## config.mk

```make
export PLATFORM = sky130hd
export DESIGN_NAME = fixed_subframe_encoder
export DESIGN_NICKNAME = d
export VERILOG_FILES = /design/src/rtl/fixed_subframe_encoder.sv
export SDC_FILE = /design/constraint.sdc
export NUM_CORES = 1
export LEC_CHECK = 0
export CAP_MARGIN = 20
export CORE_MARGIN = 2
export CORE_UTILIZATION = 60
export CTS_CLUSTER_DIAMETER = 30
export DETAILED_ROUTE_END_ITERATION = 6
export GPL_ROUTABILITY_DRIVEN = 0
export PLACE_DENSITY_LB_ADDON = 0.25
export SLEW_MARGIN = 20
export SYNTH_ARGS = -nofsm -noshare
export SYNTH_HDL_FRONTEND = slang
export SYNTH_SLANG_ARGS = --single-unit
```

## constraint.sdc

```tcl
create_clock -name iClock -period 11 [get_ports iClock]
set_clock_uncertainty 0.1 [all_clocks]
set_input_delay 2.2 -clock iClock [delete_from_list [all_inputs] [get_ports iClock]]
set_output_delay 2.2 -clock iClock [all_outputs]
set_load 0.01 [all_outputs]
```

## src/rtl/fixed_subframe_encoder.sv

```systemverilog
// FLAC FIXED subframe encoder: header, verbatim warm-up samples and Rice-coded
// residuals, packed MSB-first into 16-bit words written to a RAM port.
module fixed_subframe_encoder #(
    parameter int BPS = 16
) (
    input  logic                  iClock,
    input  logic                  iReset,
    input  logic                  iEnable,
    input  logic                  iStart,
    input  logic [15:0]           iNSamples,
    input  logic [2:0]            iOrder,
    input  logic [3:0]            iRiceParam,
    input  logic [15:0]           iStartAddr,
    input  logic signed [BPS-1:0] iSample,
    input  logic                  iSampleValid,
    output logic                  oSampleReady,
    output logic [15:0]           oWriteData,
    output logic [15:0]           oWriteAddr,
    output logic                  oWriteEnable,
    output logic                  oBusy,
    output logic                  oFrameDone,
    output logic                  oError
);
    typedef enum logic [3:0] {
        IDLE, HEADER, WARMUP, PARAMS, RESID_WAIT, UNARY, BINARY, FLUSH, DONE
    } state_t;
    localparam int SW = 22;

    state_t              state_q, state_d;
    logic [SW-1:0]       sh_q, q_q;
    logic [4:0]          cnt_q;
    logic [2:0]          order_q, warm_q;
    logic [3:0]          k_q, bitcnt_q;
    logic [15:0]         res_q, base_q, widx_q, word_q, wdata_q, waddr_q;
    logic signed [BPS-1:0] s1_q, s2_q, s3_q, s4_q;
    logic                we_q, err_q;

    logic                cfg_ok, rdy, xfer, emit, ebit;
    logic signed [20:0]  xs, x1, x2, x3, x4, r;
    logic [SW-1:0]       r2, u, hdr, prm;

    assign cfg_ok = (iOrder <= 3'd4) && (iRiceParam <= 4'd14) && (iNSamples > {13'd0, iOrder});
    assign xfer   = oSampleReady && iSampleValid;

    // Fixed-predictor residual over sign-extended history, then zigzag fold.
    assign xs = {{(21-BPS){iSample[BPS-1]}}, iSample};
    assign x1 = {{(21-BPS){s1_q[BPS-1]}}, s1_q};
    assign x2 = {{(21-BPS){s2_q[BPS-1]}}, s2_q};
    assign x3 = {{(21-BPS){s3_q[BPS-1]}}, s3_q};
    assign x4 = {{(21-BPS){s4_q[BPS-1]}}, s4_q};
    always_comb begin
        case (order_q)
            3'd1:    r = xs - x1;
            3'd2:    r = xs - (x1 <<< 1) + x2;
            3'd3:    r = xs - (x1 <<< 1) - x1 + (x2 <<< 1) + x2 - x3;
            3'd4:    r = xs - (x1 <<< 2) + (x2 <<< 2) + (x2 <<< 1) - (x3 <<< 2) + x4;
            default: r = xs;
        endcase
    end
    assign r2  = {r, 1'b0};
    assign u   = r[20] ? ~r2 : r2;
    assign hdr = {1'b0, 3'b001, iOrder, 1'b0, 14'd0};
    assign prm = {6'd0, k_q, 12'd0};

    always_ff @(posedge iClock) begin
        if (iReset) state_q <= IDLE;
        else if (iEnable) state_q <= state_d;
    end

    always_comb begin
        state_d = state_q;
        case (state_q)
            IDLE:       if (iStart && cfg_ok) state_d = HEADER;
            HEADER:     if (cnt_q == 5'd1) state_d = (order_q == 3'd0) ? PARAMS : WARMUP;
            WARMUP:     if (cnt_q == 5'd1 && warm_q == 3'd0) state_d = PARAMS;
            PARAMS:     if (cnt_q == 5'd1) state_d = RESID_WAIT;
            RESID_WAIT: if (xfer) state_d = UNARY;
            UNARY:      if (q_q == '0) begin
                            if (k_q != 4'd0) state_d = BINARY;
                            else state_d = (res_q == 16'd0) ? FLUSH : RESID_WAIT;
                        end
            BINARY:     if (cnt_q == 5'd1) state_d = (res_q == 16'd0) ? FLUSH : RESID_WAIT;
            FLUSH:      if (bitcnt_q == 4'd0) state_d = DONE;
            DONE:       state_d = IDLE;
            default:    state_d = IDLE;
        endcase
    end

    always_comb begin
        rdy  = 1'b0;
        emit = 1'b0;
        ebit = sh_q[SW-1];
        case (state_q)
            HEADER, PARAMS, BINARY: emit = 1'b1;
            WARMUP:     if (cnt_q == 5'd0) rdy = 1'b1; else emit = 1'b1;
            RESID_WAIT: rdy = 1'b1;
            UNARY:      begin emit = 1'b1; ebit = (q_q == '0); end
            FLUSH:      begin emit = (bitcnt_q != 4'd0); ebit = 1'b0; end
            default:    ;
        endcase
        oSampleReady = rdy && iEnable;
        oBusy        = (state_q != IDLE);
        oFrameDone   = (state_q == DONE);
    end

    always_ff @(posedge iClock) begin
        if (iReset) begin
            sh_q <= '0; q_q <= '0; cnt_q <= '0; order_q <= '0; warm_q <= '0;
            k_q <= '0; bitcnt_q <= '0; res_q <= '0; base_q <= '0; widx_q <= '0;
            word_q <= '0; wdata_q <= '0; waddr_q <= '0; we_q <= 1'b0; err_q <= 1'b0;
            s1_q <= '0; s2_q <= '0; s3_q <= '0; s4_q <= '0;
        end else if (iEnable) begin
            err_q <= (state_q == IDLE) && iStart && !cfg_ok;
            we_q  <= 1'b0;
            if (emit) begin
                word_q   <= {word_q[14:0], ebit};
                bitcnt_q <= bitcnt_q + 4'd1;
                if (bitcnt_q == 4'd15) begin
                    wdata_q <= {word_q[14:0], ebit};
                    waddr_q <= base_q + widx_q;
                    widx_q  <= widx_q + 16'd1;
                    we_q    <= 1'b1;
                end
            end
            if (xfer) begin
                s4_q <= s3_q; s3_q <= s2_q; s2_q <= s1_q; s1_q <= iSample;
            end
            case (state_q)
                IDLE: if (iStart && cfg_ok) begin
                    order_q <= iOrder; warm_q <= iOrder; k_q <= iRiceParam;
                    base_q  <= iStartAddr; widx_q <= 16'd0;
                    res_q   <= iNSamples - {13'd0, iOrder};
                    sh_q    <= hdr; cnt_q <= 5'd8;
                end
                HEADER: begin
                    sh_q <= sh_q << 1; cnt_q <= cnt_q - 5'd1;
                    if (cnt_q == 5'd1 && order_q == 3'd0) begin sh_q <= prm; cnt_q <= 5'd10; end
                end
                WARMUP: if (cnt_q == 5'd0) begin
                    if (xfer) begin
                        sh_q <= {iSample, {(SW-BPS){1'b0}}}; cnt_q <= 5'(BPS); warm_q <= warm_q - 3'd1;
                    end
                end else begin
                    sh_q <= sh_q << 1; cnt_q <= cnt_q - 5'd1;
                    if (cnt_q == 5'd1 && warm_q == 3'd0) begin sh_q <= prm; cnt_q <= 5'd10; end
                end
                PARAMS, BINARY: begin sh_q <= sh_q << 1; cnt_q <= cnt_q - 5'd1; end
                RESID_WAIT: if (xfer) begin
                    q_q   <= u >> k_q;
                    sh_q  <= u << (5'd22 - {1'b0, k_q});
                    cnt_q <= {1'b0, k_q};
                    res_q <= res_q - 16'd1;
                end
                UNARY: if (q_q != '0) q_q <= q_q - 1'b1;
                default: ;
            endcase
        end
    end

    assign oWriteData   = wdata_q;
    assign oWriteAddr   = waddr_q;
    assign oWriteEnable = we_q;
    assign oError       = err_q;
endmodule

```

==> impl_metrics.py <==
metrics = {
    "sta": {
        "whs_ps": 349,
        "slew_violations": 0,
        "rsz0062_at_grt": "no",
        "fin_ws_ps": 805,
        "setup_tns_ps": 0,
        "fmax_mhz": 98.1,
        "setup_violations": 0,
        "relSlewSlack": 0.265,
        "hold_viol_final": 0,
        "period_share": 0.927,
        "post-route-min-period_ps": 10200,
        "tightestPinTransition_ps": 1100,
    },
    "critical_path": {
        "ff2ff_setup_slack_ps": 2160,
        "start_kind": "input port",
        "timing.critical_path.mode_cell": "o21ai_0",
        "cp-end-kind": "flop",
        "crit_path_max_fanout": 7,
        "required_ps": 11390,
        "rr_worst_depth": 31,
        "endpoint": "sh_q[19]$_SDFFE_PP0P_",
        "rr_endpoint": "sh_q[19]$_SDFFE_PP0P_",
        "rr_startpoint": "s1_q[1]$_SDFFE_PP0P_",
        "critPathKind": "in2reg",
        "cp.arrival_ps": 10580,
        "setup.worst_path.start": "iSample[1]",
        "critPathMaxStageDelay_ps": 630,
        "crit_slowest_cell": "nor4_2",
    },
    "logic_synthesis": {
        "synth_cell_types": 95,
        "synth_area_leaders": "dfxtp_1, fa_1, nand2_1",
        "ys.flop_type": "dfxtp_1",
        "synth_area_mm2": 0.0215,
        "ys_warn_count": 0,
        "avgSynthCellArea_um2": 7.59,
        "synth-seq-cells": 228,
        "async_flop_share": 0,
        "synth_edf_count": 0,
        "netlist.top_cell.by_area": "dfxtp_1",
        "synth_seq_area_share": 0.212,
        "postSynthCellCount": 2832,
        "synth_top_area_frac": 0.212,
        "syn_nets": 3141,
    },
    "grt": {
        "antenna_found_initial": 0,
        "grt_pass1_wl_um": 107000,
        "gr-total-overflow": 0,
        "grt_pass1_vias": 21113,
        "grt_max_degree": 120,
        "track_usage": 0.345,
    },
    "die": {
        "rows": 69,
        "dieArea_mm2": 0.0374,
        "floorplan.initialDensity": 0.607,
        "die_x_um": 193,
        "pin_count": 97,
        "core-area_mm2": 0.0354,
        "die_h_um": 193,
    },
    "clock_network": {
        "hold_buffers": 0,
        "clock-sinks": 228,
        "cts-root-buf": "clkbuf_16",
        "clkTransAtPathRegs_ps": 50,
        "numCtsBuffers": 54,
        "cts_resized": 0,
        "cts_tree": "done",
        "clk_latency_ps": 620,
        "clockBufferDepth": 3,
        "post_cts.repair.setup_buffers": 0,
        "htreeDepth": 2,
    },
    "cells_and_area": {
        "fill_cells": 2807,
        "drive_gt1_frac": 0.0703,
        "final_core_util": 0.701,
        "multi_input_area_mm2": 0.0155,
        "seqCellArea_mm2": 0.00457,
        "syn_to_final_growth_pct": 15.5,
        "finalNetCount": 3199,
    },
    "drt": {
        "wire_per_inst_um": 19.4,
        "dr.pass1.iters": 6,
        "final_antenna_net_count": 0,
        "wl_um": 65700,
        "drc": 0,
        "routed_via_density": 6.41,
        "drt_iter0_drc": 2755,
        "vias": 21744,
    },
    "power": {
        "total_power_uw": 3950,
        "power_density_mw_per_mm2": 159,
        "p_leak_uw": 0.00981,
        "ir_worst_vdd_mv": 0.134,
    },
    "placement": {
        "hpwl_um": 47900,
        "port_buffers": 96,
        "pre_cts_slack_ps": 423,
    },
    "run_status": {
        "status": "complete, no violations",
    },
    "flow_run": {
        "max_cap_violations": 0,
    },
    "worst_hold_path": {
        "min_path_type": "reg2reg",
    },
}
[where the power goes]
| part | switching, µW | internal (µW) | total, µW |
|---|---|---|---|
| clock network | 554 | 1160 | 1710 |
| registers | 44.2 | 869 | 913 |
| logic | 832 | 491 | 1320 |
[final cells by class]
| cell class | instances | area share |
|---|---|---|
| well taps | 461 | 0.0232 |
| clock inverters | 35 | 0.0213 |
| clock buffers | 62 | 0.0581 |
| diodes | 1 | 0.000101 |
| repair buffers | 139 | 0.0523 |
| multi-input cells | 2224 | 0.624 |
| inverters | 243 | 0.0367 |
| flip-flops and latches | 228 | 0.184 |
[metrics by stage]
step,area [µm²],instances
after CTS,24800,3392
after global routing,24800,3392
after global placement,22900,3295
after detailed placement,22900,3295
after floorplan,21500,2832
final,24800,3393
[logic make-up after synthesis]
kind of cell	synth area share
compound gates	0.236
xor+xnor	0.0533
fa+ha+maj	0.187
buf+inv	0.0683
flops	0.212
mux	0.0356
simple gates	0.207
[flip-flops by register name (all words and copies together), names as in the netlist]
name and flops:
state_q 4, widx_q 16, cnt_q 5, s2_q 16, oWriteEnable 1, oWriteAddr 16, q_q 22, oWriteData 16
warm_q 3, s4_q 16, base_q 16, res_q 16, sh_q 22, order_q 3, s3_q 16, s1_q 16
word_q 15, oError 1, k_q 4, bitcnt_q 4
[worst max-delay path, delay by kind of cell]
family,cells,cell delay (ps)
and+or+nand+nor,5,1730
xor gates and xnor gates,1,210
buffers and inverters,3,610
adders and majority gates,5,1560
AOI/OAI and AO/OA,16,3720
muxes,2,570
[cell usage after synthesis (39+ instances only)]
| library cell | number |
|---|---|
| nand2_1 | 454 |
| a21oi_1 | 285 |
| inv_1 | 241 |
| dfxtp_1 | 228 |
| nor2_1 | 227 |
| o21ai_0 | 135 |
| ha_1 | 129 |
| fa_1 | 120 |
| clkbuf_1 | 111 |
| xnor2_1 | 82 |
| nor3_1 | 59 |
| nand3_1 | 58 |
| mux2i_1 | 54 |
| xor2_1 | 47 |
| a211oi_1 | 39 |
[cells in the final DEF, fill, tap and decap left out, types with 10 or more instances in the layout]
cell type	synthesis	final
nor2_1	227	226
nand2b_1	31	31
and2_1	13	12
inv_1	241	241
a21boi_0	11	11
nor2b_1	14	14
a211oi_1	39	39
xor2_1	47	47
and3_1	17	17
a22oi_1	15	15
buf_4	2	42
nor3b_1	10	10
clkbuf_16	0	54
nand2_1	454	453
fa_1	120	120
nand4_1	15	15
o21a_1	18	18
o211ai_1	18	18
nand3_1	58	58
o21ai_0	135	135
or3_1	29	29
a21o_1	21	21
mux2i_1	54	54
dfxtp_1	228	227
nor4_1	17	16
ha_1	129	129
xnor2_1	82	81
or2_2	12	12
o22ai_1	23	22
nor3_1	59	58
o31ai_1	11	11
clkdlybuf4s50_1	0	95
a221oi_1	21	21
o21ai_1	24	24
a21oi_1	285	285
a31oi_1	21	21
[layer usage]
| metal | share of wire | track usage |
|---|---|---|
| met3 | 0.10 | 0.0837 |
| met2 | 0.45 | 0.547 |
| met4 | 0.047 | 0.176 |
| met1 | 0.40 | 0.439 |
| met5 | 0 | 0 |
[worst min path at each step]
stage / cells after the start / slack (ps) / end / startpoint
after CTS: 2 / 350 / warm_q[1]$_SDFFE_PP0P_ / warm_q[1]$_SDFFE_PP0P_
after global routing: 2 / 370 / s4_q[13]$_SDFFE_PP0P_ / s3_q[13]$_SDFFE_PP0P_
after global placement: 2 / 340 / oWriteAddr[6]$_SDFFE_PP0P_ / oWriteAddr[6]$_SDFFE_PP0P_
final: 2 / 350 / oWriteData[15]$_SDFFE_PP0P_ / word_q[14]$_SDFFE_PP0P_
after detailed placement: 2 / 340 / oWriteAddr[7]$_SDFFE_PP0P_ / oWriteAddr[7]$_SDFFE_PP0P_
after floorplan: 1 / 330 / sh_q[10]$_SDFFE_PP0P_ / sh_q[10]$_SDFFE_PP0P_
Note: power is estimated with default switching activity, not from simulation.
